==> config.mk <==
export PLATFORM = sky130hd
export DESIGN_NAME = freq_report_tx
export DESIGN_NICKNAME = d
export VERILOG_FILES = /design/src/rtl/freq_report_tx.sv
export SDC_FILE = /design/constraint.sdc
export NUM_CORES = 1
export LEC_CHECK = 0
export CAP_MARGIN = 10
export CORE_MARGIN = 2
export CORE_UTILIZATION = 53
export DETAILED_ROUTE_END_ITERATION = 6
export PLACE_DENSITY = 0.76
export RECOVER_POWER = 25
export SKIP_CTS_REPAIR_TIMING = 1
export SYNTH_ARGS = -nofsm -noshare
export SYNTH_HDL_FRONTEND = slang
export SYNTH_SLANG_ARGS = --single-unit
==> constraint.sdc <==
create_clock -name clk -period 12.11 [get_ports clk]
set_input_delay 2.422 -clock clk [delete_from_list [all_inputs] [get_ports clk]]
set_output_delay 2.422 -clock clk [all_outputs]
set_load 0.01 [all_outputs]
==> src/rtl/freq_report_tx.sv <==
// rtl/freq_report_tx.sv - serialises the NCO phase increment as "F=<16 hex>\r\n" to the UART
// Snapshot is frozen per line; triggers arriving mid-line coalesce into one follow-up report.
module freq_report_tx #(
  parameter bit         AUTO_REPORT = 1'b1,
  parameter int         ACK_TIMEOUT = 16,
  parameter logic [7:0] PREFIX_CHAR = 8'h46
) (
  input  logic        clk,
  input  logic        rst,
  input  logic [63:0] PLL_inc,
  input  logic        report_req,
  input  logic        tx_busy,
  output logic [7:0]  tx_data,
  output logic        tx_start,
  output logic        report_busy
);

  localparam logic [1:0] IDLE    = 2'd0;
  localparam logic [1:0] SEND    = 2'd1;
  localparam logic [1:0] WAIT_HI = 2'd2;
  localparam logic [1:0] WAIT_LO = 2'd3;

  localparam logic [15:0] TO_LOAD = 16'(ACK_TIMEOUT);

  logic [1:0]  state;
  logic [4:0]  idx;
  logic [63:0] snapshot;
  logic [63:0] prev_inc;
  logic        init;
  logic        pending;
  logic [15:0] cnt;

  logic        change;
  logic        trig;
  logic        line_step;
  logic [63:0] shifted;
  logic [7:0]  cur_byte;

  function automatic logic [7:0] hex_char(input logic [3:0] n);
    return (n < 4'd10) ? (8'h30 + {4'h0, n}) : (8'h37 + {4'h0, n});
  endfunction

  always_comb begin
    change    = (PLL_inc != prev_inc) && !init;
    trig      = report_req | (AUTO_REPORT && change);
    // A missing busy acknowledge is treated exactly like the end of the byte.
    line_step = !tx_busy && ((state == WAIT_LO) || (state == WAIT_HI && cnt == 16'd0));
    shifted   = snapshot >> {(5'd17 - idx), 2'b00};
    case (idx)
      5'd0:    cur_byte = PREFIX_CHAR;
      5'd1:    cur_byte = 8'h3D;
      5'd18:   cur_byte = 8'h0D;
      5'd19:   cur_byte = 8'h0A;
      default: cur_byte = hex_char(shifted[3:0]);
    endcase
  end

  always_ff @(posedge clk or posedge rst) begin
    if (rst) begin
      tx_data     <= 8'h00;
      tx_start    <= 1'b0;
      report_busy <= 1'b0;
      pending     <= 1'b0;
      idx         <= 5'd0;
      state       <= IDLE;
      snapshot    <= 64'd0;
      prev_inc    <= 64'd0;
      init        <= 1'b1;
      cnt         <= 16'd0;
    end else begin
      prev_inc <= PLL_inc;
      init     <= 1'b0;
      tx_start <= 1'b0;
      if (trig && state != IDLE)
        pending <= 1'b1;
      if (line_step) begin
        if (idx == 5'd19) begin
          report_busy <= 1'b0;
          state       <= IDLE;
        end else begin
          idx   <= idx + 5'd1;
          state <= SEND;
        end
      end else begin
        case (state)
          IDLE: begin
            if (trig || pending) begin
              snapshot    <= PLL_inc;
              idx         <= 5'd0;
              report_busy <= 1'b1;
              pending     <= 1'b0;
              state       <= SEND;
            end
          end
          SEND: begin
            if (!tx_busy) begin
              tx_data  <= cur_byte;
              tx_start <= 1'b1;
              cnt      <= TO_LOAD;
              state    <= WAIT_HI;
            end
          end
          WAIT_HI: begin
            if (tx_busy)
              state <= WAIT_LO;
            else
              cnt <= cnt - 16'd1;
          end
          default: ;
        endcase
      end
    end
  end

endmodule

==> flow_summary_export.csv <==
group,metric,value,unit
sta,fin_hold_ws,471,ps
die,fp.dieW,121,µm
power,power,0.00206,W
min_path,min_from,"cnt[10]$_DFFE_PP0P_",
min_path,hold_path_class,"flop to flop",
drt,vias_per_cell,5.55,
die,core_area,13300,µm²
clock_tree,cts.path.max_buffers,2,
die,boundaryPins,78,
synthesis,async_reset_ff_share,100,%
grt,antenna_found_initial,0,
critical_path,r2r-start,"prev_inc[7]$_DFF_PP0_",
grt,grtUsageTotal,21.4,%
critical_path,crit_required,12410,ps
drt,wire_per_inst,18.1,µm
power,p_int,0.00141,W
clock_tree,clk_latency,420,ps
sta,final-setup-viol-count,0,
synthesis,synth_cells,528,
die,dieArea,14700,µm²
grt,grt_overflow_total,0,
sta,rsz0062_at_grt,"false",
sta,fmax,175,MHz
power,power_frac_seq,39.4,%
status,outcome,"finished with violations",
sta,slew_violations,77,
power,swShare,31.3,%
power,p_clk_share,25.7,%
cells_and_area,n_antenna_cell,0,
cells_and_area,areaGrowthSynthToFinish,19.6,%
power,irDropWorstVdd,0.000102,V
sta,setup_ws,6390,ps
sta,worst_pin_slew,3300,ps
drt,firstDrtPassIters,4,
drt,drt_iter0_drc,300,
critical_path,end_kind,"flop",
sta,slew_headroom,-121,%
drt,vias,4418,
sta,fin_crit_sh,47.2,%
die,rows,42,
power,power_density,236,nW/µm²
synthesis,synth-main-ff-cell,"dfrtp_1",
synthesis,synth_edf_count,0,
placement,pre_cts_ws,6110,ps
drt,routed_wl,14.4,mm
power,switching_power,0.000643,W
die,die_h,121,µm
synthesis,synth_cell_type_count,58,
sta,fin_skew,8.93,ps
drt,remaining_drc_errors,0,
critical_path,critPathMaxFanout,70,
critical_path,worst-setup-path-type,"input pin to flop",
synthesis,seq_area_frac_synth,55.8,%
clock_tree,cts.sinks,162,
cells_and_area,layout.nets,689,
clock_tree,cts_made_buffers,17,
placement,post_dp_cell_area,8120,µm²
clock_tree,ctsRootBufferMaster,"clkbuf_16",
drt,ant_nets,0,
clock_tree,clk_pin_slew_worst_paths,60,ps
power,comb_power_share,34.9,%
placement,io_buffers,76,
cells_and_area,layout-drive-gt1-share,19.4,%
critical_path,crit_path_start,"PLL_inc[7]",
cells_and_area,final_area,8700,µm²
synthesis,yosysWarnings,0,
sta,finalHoldViolCount,0,
synthesis,synth-seq-cells,162,
synthesis,syn-mean-instance-area,13.8,µm²
placement,dpl.hpwl,10.1,mm
sta,setup_tns,0,ps
synthesis,syn_area,7270,µm²
clock_tree,h-tree-depth,4,
clock_tree,cts_tree,"yes",
grt,grt_max_degree,88,
status,violations,"max-capacitance violations, max-slew violations",
critical_path,crit_arrival,6020,ps
power,leakage,3.73,nW
run,drv_cap,1,
grt,grt_pass1_wl,23.7,mm
sta,final.min_clock_period,5720,ps
grt,grt_pass1_vias,4600,
placement,place_congestion,0.810,
critical_path,critPathLaunchType,"input pin",
die,start_util,54.5,%
[worst max-delay path: stages]
cell           delay (ps)
dlygate4sd3_1         610
xor2_1                160
nor4_1                630
nand4_1               250
nor4_1                440
o21ai_0               230
nand3b_4              820
mux2_2                430
[worst paths after layout]
path / cells after the start / slack [ps] / to
max reg2reg: 7 / 8630 / snapshot[34]$_DFFE_PP0P_
min reg2reg: 1 / 470 / cnt[10]$_DFFE_PP0P_
min: 1 / 470 / cnt[10]$_DFFE_PP0P_
max: 8 / 6390 / snapshot[34]$_DFFE_PP0P_
max in group asynchronous: 3 / 6520 / snapshot[7]$_DFFE_PP0P_
min in group asynchronous: 2 / 3410 / tx_data[0]$_DFFE_PP0P_
[Yosys cell counts (all sizes together), types with 4 or more instances]
master  count  area [µm²]
nor2       16        60.1
o21ai      17        85.1
inv        11        41.3
o31ai       6        45.0
a21oi       7        35.0
buf        15         143
mux4       18         405
xor2       66         586
nand2      21        88.8
o211ai      4        30.0
dfrtp     161        4030
mux2i       9        90.1
clkbuf      5        20.0
ha         14         175
nand4       6        37.5
nor4       20         125
mux2       65         769
or3         4        25.0
and2        4        25.0
nand3      11        55.1
nor3        7        51.3
[placed cells by master, fill, tap and decap left out, types with 4 or more instances in the layout]
master	Yosys	routed
a21oi_1	7	7
and2_1	4	4
clkbuf_1	4	4
clkbuf_16	0	17
clkdlybuf4s50_1	0	11
clkinv_2	0	5
dfrtp_1	161	161
dlygate4sd3_1	0	65
ha_1	14	14
inv_1	11	10
mux2_1	4	4
mux2_2	51	51
mux2_4	10	10
mux2i_1	9	9
mux4_2	18	18
nand2_1	19	19
nand3_1	11	11
nand4_1	6	6
nor2_1	16	16
nor3_1	5	5
nor4_1	20	20
o211ai_1	4	4
o21ai_0	17	17
o31ai_1	6	6
or3_1	4	4
xor2_1	65	65
[layer usage]
metal  track usage, %  wire, µm  vias to the layer above  share of wire [%]
met5                0         0                        -                  0
met4             7.54       250                        0                1.7
met3             4.61       486                       23                3.4
met2             35.1      7110                       89                 49
met1             28.5      6530                     2243                 45
li1                 -         -                     2063                  -
[flip-flops by register name, summed over array words and instances, names as in the netlist]
signal / count
tx_start: 1
idx: 5
cnt: 16
tx_data: 7
prev_inc: 64
report_busy: 1
state: 2
snapshot: 64
pending: 1
init: 1
[power groups by stage]
| stage | Combinational, W | Sequential [W] | Clock (W) |
|---|---|---|---|
| detailed placement | 0.000723 | 0.000816 | 0 |
| finish | 0.000718 | 0.000810 | 0.000528 |
| floorplan | 0.000576 | 0.000784 | 0 |
| global placement | 0.000694 | 0.000808 | 0 |
| global route | 0.000787 | 0.000830 | 0.000555 |
| CTS | 0.000726 | 0.000810 | 0.000535 |
[logic make-up after synthesis]
group,count (synthesis),share of synthesized area [%]
muxes,92,17.4
buffers and inverters,31,2.80
DFF,162,55.8
adders and majority gates,14,2.41
xor gates and xnor gates,69,8.41
AOI/OAI and AO/OA,51,4.70
and+or+nand+nor,108,8.48
other,1,0.0516
[per-stage QoR]
stage | util [%] | instances
after global placement | 60.9 | 764
after CTS | 65.2 | 796
after floorplan | - | 529
after detailed placement | 60.9 | 764
after global routing | 65.2 | 796
final | 65.2 | 796
[area by class of cell]
class	instances	area, µm²
multi-input combinational	336	3020
tap	176	220
fill	938	4650
inverter	11	42.5
clock inverter	11	138
clock buffer	21	440
sequential	162	4060
timing repair buffer	79	783
Note: power is estimated with default switching activity, not from simulation.
==> patch: new RTL, config.mk and constraints unchanged <==
One comparison of `idx` changes from == to >=.
--- a/src/rtl/freq_report_tx.sv
+++ b/src/rtl/freq_report_tx.sv
@@ -74,7 +74,7 @@
       if (trig && state != IDLE)
         pending <= 1'b1;
       if (line_step) begin
-        if (idx == 5'd19) begin
+        if (idx >= 5'd19) begin
           report_busy <= 1'b0;
           state       <= IDLE;
         end else begin
Check against the original RTL: no difference found for any inputs over 10 cycles, from zero or initial values and one cycle with rst high; that may be too few to reach the edited logic, so the function may still have changed.
==> patch against the original RTL <==
- the run still ends with capacitance limit, slew limit left
- critical path type unchanged
- wire length shrank 0.22%
- sequential power is 0.5% higher
- total power is 0.65% lower
- worst setup slack lost 160 ps
- largest power group unchanged
- sequential cell count is the same
- count of clock-buffer cells in the layout is 2 lower
- final area is 0.37% lower
- synthesized area decreased by 1.5%
==> patch: results (changes against the original RTL) <==
max-slew violations=84 (+9.1%); Tmin final=5880 ps (+156 ps); skew final=12.0 ps (+3.03 ps); placed cells=763 (-0.13%); Post-Syn Area per Cell=13.7 um^2 (-0.80%); actual transition at the worst max-transition pin=3510 ps (+206 ps); post-synthesis mux area share=0.176 (+0.00256); DR iter-0 viols=294 (-2.0%); vias in the first global route=4460 (-3.0%); fill count=968 (+3.2%); R2R Setup Slk=8280 ps (-350 ps); Seq Cell Count=162 (unchanged); largest net degree at the start of global routing=84 (-4.5%); largest cells by area after synthesis=dfrtp_1, mux2_2, xor2_1; post-synthesis sequential area ratio=0.566 (+0.00877); total vias in the final route=4341 (-1.7%); HPWL after detailed placement=10200 um (+0.72%); Clock Power=0.535 mW (+1%); routability-driven placement congestion ratio=0.821 (+1.4%); Wirelength per Cell=18.0 um (about the same); first-pass GRT wire length=23800 um (+0.23%); clock buffer count=19 (-9.5%); Leakage=3.73 nW (-0.18%); Non-clk invs=12 (+1); xor and xnor fraction of the mapped netlist area=0.0856 (+0.00150); outcome=complete, but fails checks; Int Pwr=1.39 mW (-1.4%); CP max stage cell=dlygate4sd3_1; tightest hold margin=479 ps (+7.60 ps); top_reg_cell synth=dfrtp_1; Max Cap Viol=1 (unchanged); distinct cell type count after synthesis=52 (-10%); failing checks=capacitance limit, slew limit; Reg power frac=0.399 (+0.005); Critical Path Fanout Max=42 (-40%); layout cells sized above 1=0.207 (+0.0132); Multi-input gate area=0.00297 mm^2 (-1.7%); Total Routing Usage GR=0.218 (+0.00361); NonClk Buf Share=0.0904 (+0.000338); multi-input gate count=334 (-0.60%); drt total wl=14300 um (-0.22%); Worst path max stage delay=600 ps (-220 ps); top cells by count, synth=dfrtp_1, xor2_1, mux2_2
-- patch: cell count changes after synthesis, moves of 3 or more --
cell,delta
a21o_1,+3
o211ai_1,-3
mux2_2,+12
mux2_4,-10
o31ai_1,-5
nand2_1,+7
and3_1,-3
and2_1,+3
buf_8,-6
buf_4,+7
-- patch: kinds of logic after synthesis --
| kind of cell | Yosys count |
|---|---|
| other cells | 1 |
| buf+inv | 29 |
| compound gates | 47 |
| mux | 93 |
| simple gates | 107 |
| flops | 162 |
| fa+ha+maj | 15 |
| xor+xnor | 70 |
-- patch: metal layers --
layer | vias to the layer above | GRT usage | routed length [um]
li1 | 2030 | - | -
met1 | 2213 | 0.286 | 6170
met2 | 88 | 0.366 | 7430
met3 | 10 | 0.0528 | 584
met4 | 0 | 0.0589 | 162
met5 | - | 0 | 0
-- patch: worst paths after layout --
kind                                             to  cells past startpoint                    from
max reg2reg                snapshot[30]$_DFFE_PP0P_                      9    state[0]$_DFFE_PP0P_
min                          tx_data[5]$_DFFE_PP0P_                      2  tx_data[5]$_DFFE_PP0P_
max                        snapshot[30]$_DFFE_PP0P_                      9              PLL_inc[1]
min reg2reg                  tx_data[5]$_DFFE_PP0P_                      2  tx_data[5]$_DFFE_PP0P_
min in group asynchronous     prev_inc[7]$_DFF_PP0_                      2                     rst
max in group asynchronous    tx_data[0]$_DFFE_PP0P_                      3                     rst
-- patch: metrics by stage --
stage	power [mW]	instance area (um^2)
after global routing	2.16	8660
after global placement	1.48	8070
after CTS	2.07	8670
after detailed placement	1.52	8070
final	2.04	8660
after floorplan	1.33	7160
-- patch: tightest hold or removal path: cells and delay by family (launching register included) --
kind            cells  cell delay [ps]
simple gates        1               50
compound gates      1               60
flops               1              340
